## config.mk

```make
export PLATFORM = sky130hd
export DESIGN_NAME = range_window_sequencer_flat
export DESIGN_NICKNAME = d
export VERILOG_FILES = /design/src/rtl/range_window_sequencer_if.sv /design/src/rtl/range_window_sequencer.sv /design/src/flat_wrapper.sv
export SDC_FILE = /design/constraint.sdc
export NUM_CORES = 1
export LEC_CHECK = 0
export ABC_CLOCK_PERIOD_IN_PS = 2700
export CORE_MARGIN = 8
export CORE_UTILIZATION = 25
export DETAILED_ROUTE_END_ITERATION = 12
export PLACE_DENSITY = 0.46
export SLEW_MARGIN = 20
export SYNTH_ARGS = -nofsm -noshare
export SYNTH_HDL_FRONTEND = slang
export SYNTH_SLANG_ARGS = --single-unit
```

## constraint.sdc

```tcl
create_clock -name clock -period 2.7 [get_ports clock]
set_clock_uncertainty 0.05 [all_clocks]
set_input_delay 0.54 -clock clock [delete_from_list [all_inputs] [get_ports clock]]
set_output_delay 0.54 -clock clock [all_outputs]
set_load 0.05 [all_outputs]
```

## src/rtl/range_window_sequencer_if.sv

```systemverilog
// range_window_sequencer_if
//  Bundles the sample stream, the RangeFinder control/result pins and the
//  result stream of range_window_sequencer.
//  slave  : sequencer side (consumes samples and finder results, drives finder and results)
//  master : environment side (sample producer, RangeFinder, result consumer)
//  Signals:
//   in_data/in_valid/in_ready            sample stream (valid/ready)
//   rf_data/rf_go/rf_finish              to RangeFinder data_in/go/finish
//   rf_range/rf_error                    from RangeFinder range/error
//   out_range/out_error/out_timeout      captured window result
//   out_valid/out_ready                  result handshake
//   busy                                 sequencer not idle
interface range_window_sequencer_if #(
  parameter int WIDTH = 8
);
  logic [WIDTH-1:0] in_data;
  logic             in_valid;
  logic             in_ready;
  logic [WIDTH-1:0] rf_data;
  logic             rf_go;
  logic             rf_finish;
  logic [WIDTH-1:0] rf_range;
  logic             rf_error;
  logic [WIDTH-1:0] out_range;
  logic             out_error;
  logic             out_timeout;
  logic             out_valid;
  logic             out_ready;
  logic             busy;

  modport slave (
    input  in_data, in_valid, rf_range, rf_error, out_ready,
    output in_ready, rf_data, rf_go, rf_finish,
           out_range, out_error, out_timeout, out_valid, busy
  );

  modport master (
    output in_data, in_valid, rf_range, rf_error, out_ready,
    input  in_ready, rf_data, rf_go, rf_finish,
           out_range, out_error, out_timeout, out_valid, busy
  );
endinterface

```

## src/rtl/range_window_sequencer.sv

```systemverilog
// range_window_sequencer
//  Cuts a valid/ready sample stream into WINDOW_LEN-sample windows and drives the
//  RangeFinder go/finish/data_in for each window. The finder result is captured
//  RF_LATENCY cycles after finish and held on a valid/ready output until taken.
//  An open window that sees TIMEOUT consecutive idle cycles is closed early
//  (TIMEOUT=0 disables this).
//  Ports:
//   clock  rising-edge clock
//   reset  asynchronous, active-high
//   bus    range_window_sequencer_if.slave (sample in, finder pins, result out, busy)
module range_window_sequencer #(
  parameter int WIDTH      = 8,
  parameter int WINDOW_LEN = 4,   // 2..255
  parameter int RF_LATENCY = 1,   // 1..4
  parameter int TIMEOUT    = 16   // 0 disables, max 255
) (
  input logic                     clock,
  input logic                     reset,
  range_window_sequencer_if.slave bus
);

  typedef enum logic [1:0] {
    S_IDLE,
    S_RUN,
    S_WAIT_RES,
    S_HOLD
  } state_t;

  localparam logic [7:0] WL_M1  = 8'(WINDOW_LEN - 1);
  localparam bit         TMO_EN = (TIMEOUT != 0);
  // Guarded so a disabled timeout does not produce a negative constant.
  localparam logic [7:0] TMO_M1 = TMO_EN ? 8'(TIMEOUT - 1) : 8'd0;
  localparam logic [2:0] LAT    = 3'(RF_LATENCY);

  state_t           state_q, state_d;
  logic [7:0]       sample_cnt_q, sample_cnt_d;
  logic [7:0]       idle_cnt_q, idle_cnt_d;
  logic [2:0]       lat_cnt_q, lat_cnt_d;
  logic [WIDTH-1:0] last_q, last_d;
  logic             tmo_q, tmo_d;
  logic [WIDTH-1:0] out_range_q, out_range_d;
  logic             out_error_q, out_error_d;
  logic             out_timeout_q, out_timeout_d;
  logic             out_valid_q, out_valid_d;

  logic             in_ready;
  logic             acc;
  logic             rf_go, rf_finish;
  logic [WIDTH-1:0] rf_data;

  assign in_ready = (state_q == S_IDLE) || (state_q == S_RUN);
  assign acc      = bus.in_valid & in_ready;

  always_ff @(posedge clock or posedge reset) begin
    if (reset) begin
      state_q       <= S_IDLE;
      sample_cnt_q  <= '0;
      idle_cnt_q    <= '0;
      lat_cnt_q     <= '0;
      last_q        <= '0;
      tmo_q         <= 1'b0;
      out_range_q   <= '0;
      out_error_q   <= 1'b0;
      out_timeout_q <= 1'b0;
      out_valid_q   <= 1'b0;
    end else begin
      state_q       <= state_d;
      sample_cnt_q  <= sample_cnt_d;
      idle_cnt_q    <= idle_cnt_d;
      lat_cnt_q     <= lat_cnt_d;
      last_q        <= last_d;
      tmo_q         <= tmo_d;
      out_range_q   <= out_range_d;
      out_error_q   <= out_error_d;
      out_timeout_q <= out_timeout_d;
      out_valid_q   <= out_valid_d;
    end
  end

  // Finder controls are combinational so the finder sees a sample in the same
  // cycle it is accepted; they are zero on every other cycle.
  always_comb begin
    state_d       = state_q;
    sample_cnt_d  = sample_cnt_q;
    idle_cnt_d    = idle_cnt_q;
    lat_cnt_d     = lat_cnt_q;
    last_d        = last_q;
    tmo_d         = tmo_q;
    out_range_d   = out_range_q;
    out_error_d   = out_error_q;
    out_timeout_d = out_timeout_q;
    out_valid_d   = out_valid_q;
    rf_go         = 1'b0;
    rf_finish     = 1'b0;
    rf_data       = '0;

    unique case (state_q)
      S_IDLE: begin
        if (acc) begin
          rf_go        = 1'b1;
          rf_data      = bus.in_data;
          // Tracked from the first sample so a one-sample window that times out
          // replays its own sample rather than a stale one.
          last_d       = bus.in_data;
          sample_cnt_d = 8'd1;
          idle_cnt_d   = '0;
          state_d      = S_RUN;
        end
      end
      S_RUN: begin
        if (acc) begin
          rf_data      = bus.in_data;
          last_d       = bus.in_data;
          idle_cnt_d   = '0;
          sample_cnt_d = (sample_cnt_q == 8'hFF) ? sample_cnt_q : sample_cnt_q + 8'd1;
          if (sample_cnt_q == WL_M1) begin
            rf_finish = 1'b1;
            tmo_d     = 1'b0;
            lat_cnt_d = 3'd1;
            state_d   = S_WAIT_RES;
          end
        end else begin
          idle_cnt_d = (idle_cnt_q == 8'hFF) ? idle_cnt_q : idle_cnt_q + 8'd1;
          // Forced close: finder gets the last sample again so its min/max is unchanged.
          if (TMO_EN && idle_cnt_q == TMO_M1) begin
            rf_finish = 1'b1;
            rf_data   = last_q;
            tmo_d     = 1'b1;
            lat_cnt_d = 3'd1;
            state_d   = S_WAIT_RES;
          end
        end
      end
      S_WAIT_RES: begin
        // lat_cnt is 1 in the first cycle after finish, so capture lands in the
        // cycle where the finder result has become valid.
        if (lat_cnt_q == LAT) begin
          out_range_d   = bus.rf_range;
          out_error_d   = bus.rf_error;
          out_timeout_d = tmo_q;
          out_valid_d   = 1'b1;
          state_d       = S_HOLD;
        end else begin
          lat_cnt_d = lat_cnt_q + 3'd1;
        end
      end
      S_HOLD: begin
        if (bus.out_ready) begin
          out_valid_d = 1'b0;
          state_d     = S_IDLE;
        end
      end
      default: state_d = S_IDLE;
    endcase
  end

  assign bus.in_ready    = in_ready;
  assign bus.rf_go       = rf_go;
  assign bus.rf_finish   = rf_finish;
  assign bus.rf_data     = rf_data;
  assign bus.out_range   = out_range_q;
  assign bus.out_error   = out_error_q;
  assign bus.out_timeout = out_timeout_q;
  assign bus.out_valid   = out_valid_q;
  assign bus.busy        = (state_q != S_IDLE);

endmodule
```

## src/flat_wrapper.sv

```systemverilog
// flat-port wrapper written by rule: the top's interface ports become plain ports
module range_window_sequencer_flat 
#(
  parameter int WIDTH      = 8,
  parameter int WINDOW_LEN = 4,            
  parameter int RF_LATENCY = 1,          
  parameter int TIMEOUT    = 16                         
)
  (clock, reset, bus_in_data, bus_in_valid, bus_rf_range, bus_rf_error, bus_out_ready, bus_in_ready, bus_rf_data, bus_rf_go, bus_rf_finish, bus_out_range, bus_out_error, bus_out_timeout, bus_out_valid, bus_busy);
  range_window_sequencer_if #(.WIDTH(WIDTH)) bus_i ();
  input logic clock;
  input logic reset;
  input wire logic [$bits(bus_i.in_data)-1:0] bus_in_data;
  input wire logic [$bits(bus_i.in_valid)-1:0] bus_in_valid;
  input wire logic [$bits(bus_i.rf_range)-1:0] bus_rf_range;
  input wire logic [$bits(bus_i.rf_error)-1:0] bus_rf_error;
  input wire logic [$bits(bus_i.out_ready)-1:0] bus_out_ready;
  output wire logic [$bits(bus_i.in_ready)-1:0] bus_in_ready;
  output wire logic [$bits(bus_i.rf_data)-1:0] bus_rf_data;
  output wire logic [$bits(bus_i.rf_go)-1:0] bus_rf_go;
  output wire logic [$bits(bus_i.rf_finish)-1:0] bus_rf_finish;
  output wire logic [$bits(bus_i.out_range)-1:0] bus_out_range;
  output wire logic [$bits(bus_i.out_error)-1:0] bus_out_error;
  output wire logic [$bits(bus_i.out_timeout)-1:0] bus_out_timeout;
  output wire logic [$bits(bus_i.out_valid)-1:0] bus_out_valid;
  output wire logic [$bits(bus_i.busy)-1:0] bus_busy;
  assign bus_i.in_data = bus_in_data;
  assign bus_i.in_valid = bus_in_valid;
  assign bus_i.rf_range = bus_rf_range;
  assign bus_i.rf_error = bus_rf_error;
  assign bus_i.out_ready = bus_out_ready;
  assign bus_in_ready = bus_i.in_ready;
  assign bus_rf_data = bus_i.rf_data;
  assign bus_rf_go = bus_i.rf_go;
  assign bus_rf_finish = bus_i.rf_finish;
  assign bus_out_range = bus_i.out_range;
  assign bus_out_error = bus_i.out_error;
  assign bus_out_timeout = bus_i.out_timeout;
  assign bus_out_valid = bus_i.out_valid;
  assign bus_busy = bus_i.busy;
  range_window_sequencer #(.WIDTH(WIDTH), .WINDOW_LEN(WINDOW_LEN), .RF_LATENCY(RF_LATENCY), .TIMEOUT(TIMEOUT)) u_core (.clock(clock), .reset(reset), .bus(bus_i));
endmodule
```

==> results_dict.tcl, run 1 <==
set metrics [dict create \
    status "finished, violations left" \
    violations "negative setup slack" \
    cp.required_ns 2.11 \
    ios 44 \
    rsz0062_at_grt "true" \
    finish.utilization_pct 35.7 \
    finalWorstSetupSlack_ns -0.00375 \
    setup_viol 3 \
    r2r_cells 6 \
    root_buffer "clkbuf_8" \
    drc 0 \
    areaGrowthSynthToFinish_pct 41.4 \
    antenna_found_initial 0 \
    wl_per_cell_um 14.0 \
    clock_sinks 41 \
    overflow 0 \
    die_area_sq_um 11800 \
    grt_usage_pct 9.41 \
    end_kind "output port" \
    yosysMostFrequentCell "dfrtp_1" \
    min_path_type "reg2reg" \
    nFillCells 879 \
    viasPerCell 4.57 \
    cp-start-kind "flip-flop" \
    synth-async-reset-ratio_pct 100 \
    die_w_um 109 \
    synth_top_cell_area_share_pct 47.7 \
    finalCritPeriodShare_pct 100 \
    netlist_instances 216 \
    grt_pass1_vias 1827 \
    clock_latency_ns 0.30 \
    synthTopCellsByCount "41 x dfrtp_1, 38 x nand2_1, 17 x o21ai_0" \
    cp.depth 5 \
    fp.coreArea_sq_um 8510 \
    seq_area_sq_um 1030 \
    cts_tree "done" \
    synth_top_flop_cell "dfrtp_1" \
    tightest_slew_ns 0.866 \
    path_class "reg2out" \
    power.leakage_nw 1.30 \
    die_h_um 109 \
    fin_hold_ws_ns 0.441 \
    io_buffers 43 \
    powerDensity_nw_per_um2 1090 \
    path_max_fanout 4 \
    yosys.area.top_type "dfrtp_1" \
    cp_top_family "simple AND/OR/NAND/NOR gates" \
    max-slew-margin-rel_pct 42.0 \
    hold_viol_final 0 \
    drtPass1Iterations 4 \
    cts_buffer_depth 2 \
    start_util_pct 25.3 \
    route.vias.total 1740 \
    antennaDiodeCount 0 \
    finalMaxSlewViolations 0 \
    worstPathArrival_ns 2.11 \
    synth_fp_nets 245 \
    drtIter0Drc 65 \
    max_freq_mhz 370 \
    synth_area_leaders "dfrtp_1 48%, nand2_1 6.6%, mux2_2 5.8%" \
    drive_gt1_share_pct 25.3 \
    cp_num_buf_inv 2 \
    dp_hpwl_um 3640 \
    wirelength_um 5320 \
    row_count 34 \
    synth_seq_cells 41 \
    min_path_cells 2 \
    avgSynthCellArea_sq_um 9.95 \
    dp_slack_ns 0.0145 \
    gp_congestion 0.730 \
    syn-cell-area_sq_um 2150 \
    fin_nets 301 \
    grt_max_degree 42 \
    ys_seq_area_share_pct 47.7 \
    cts_buffers 5 \
    clk_pin_slew_ns 0.08 \
    slowest_delay_ns 0.55 \
    cpMaxStageDelayCell "or4_4" \
    fin_crit_ns 2.70 \
    ir_drop_mv 0.294 \
    htreeDepth 2 \
    p_total_mw 3.32 \
    yosys.cell_types.count 43 \
    maxCapViolCount 0 \
    cp_cell_sequence "or4_4 > buf_4 > or3_4 > o21ai_4 > buf_12" \
    synth_edf_count 0 \
    grt_pass1_wl_um 8820 \
    multi_input_area_sq_um 1090 \
    holdBufCountCts 0 \
    final_antenna_net_count 0 \
    setup_tns_ns -0.00910 \
    yosys_warnings 0 \
]
[flip-flops by register name, indices dropped and copies added (netlist names)]
signal	flops
u_core.idle_cnt_q	8
u_core.tmo_q	1
u_core.bus.out_range	8
u_core.bus.out_valid	1
u_core.bus.out_error	1
u_core.bus.out_timeout	1
u_core.state_q	2
u_core.last_q	8
u_core.sample_cnt_q	8
u_core.lat_cnt_q	3
[through the flow]
stage | instance area, sq um | cells
after global placement | 2840 | 369
after detailed placement | 2840 | 369
after global routing | 3040 | 381
final | 3040 | 381
after CTS | 2990 | 378
after floorplan | 2150 | 216
[power breakdown]
group / internal, mW / switching (mW)
sequential: 0.831 / 0.124
combinational: 0.778 / 1.13
clock: 0.231 / 0.223
[layer usage]
metal	share of wire [%]	vias up	global-route usage (%)
li1	-	860	-
met1	46	831	11.9
met2	46	42	14.8
met3	7.1	7	2.96
met4	1.3	0	3.42
met5	0	-	0
[worst reg2reg max path: cells and delay by family (launching register included)]
kind            cells  cell delay, ns
flops               1            0.46
simple gates        3            0.97
buf+inv             1            0.16
mux                 1            0.33
compound gates      1            0.14
[path summary, 6_finish.rpt]
check | startpoint | to | slack [ns]
max | u_core.idle_cnt_q[4]$_DFFE_PP0P_ | bus_rf_data[1] | -0.004
max reg2reg | u_core.sample_cnt_q[3]$_DFFE_PP0P_ | u_core.state_q[1]$_DFFE_PP0P_ | 0.49
min | u_core.last_q[7]$_DFFE_PP0P_ | u_core.last_q[7]$_DFFE_PP0P_ | 0.44
min in group asynchronous | reset | u_core.bus.out_range[1]$_DFFE_PP0P_ | 0.63
max in group asynchronous | reset | u_core.idle_cnt_q[2]$_DFFE_PP0P_ | 1.61
min reg2reg | u_core.last_q[7]$_DFFE_PP0P_ | u_core.last_q[7]$_DFFE_PP0P_ | 0.44
[kinds of logic after synthesis]
family | Yosys count | share of synthesized area [%]
AND/OR/NAND/NOR | 90 | 21.0
flip-flops | 41 | 47.7
AO/OA/AOI/OAI | 39 | 12.5
buffers and inverters | 19 | 4.71
multiplexers | 13 | 6.93
adder cells (fa/ha/maj) | 8 | 4.66
XOR/XNOR | 6 | 2.44
[cell usage in the layout (no fill, tap or decap), drive strengths merged, types with 7 or more instances in the layout]
cell type      instances
dfrtp                 41
nor3                   7
clkbuf                 7
nor2                  14
clkdlybuf4s50         32
nand2                 38
buf                   24
o21ai                 19
mux2                  12
ha                     8
inv                   11
nand3                  7
[final cells by class]
type	count	area share, %
clock inverter	1	0.165
timing repair buffer	56	21.1
tap	108	4.44
clock buffer	7	3.17
multi-input combinational	157	36.0
inverter	11	1.36
sequential	41	33.7
[timing repair]
item	4_1_cts	5_1_grt
hold endpoints to repair	0	0
resized for setup	10	8
gates cloned	1	0
buffers inserted	0	3
pin swaps	1	4
endpoints found under the setup margin	8	9
No activity file was read; power rests on OpenSTA's default activity.
==> run 2, diff against run 1 <==
- GPL_TIMING_DRIVEN: not set -> 1
==> results of run 2 <==
The final DEF is identical to that of run 1; final timing and power are the same.
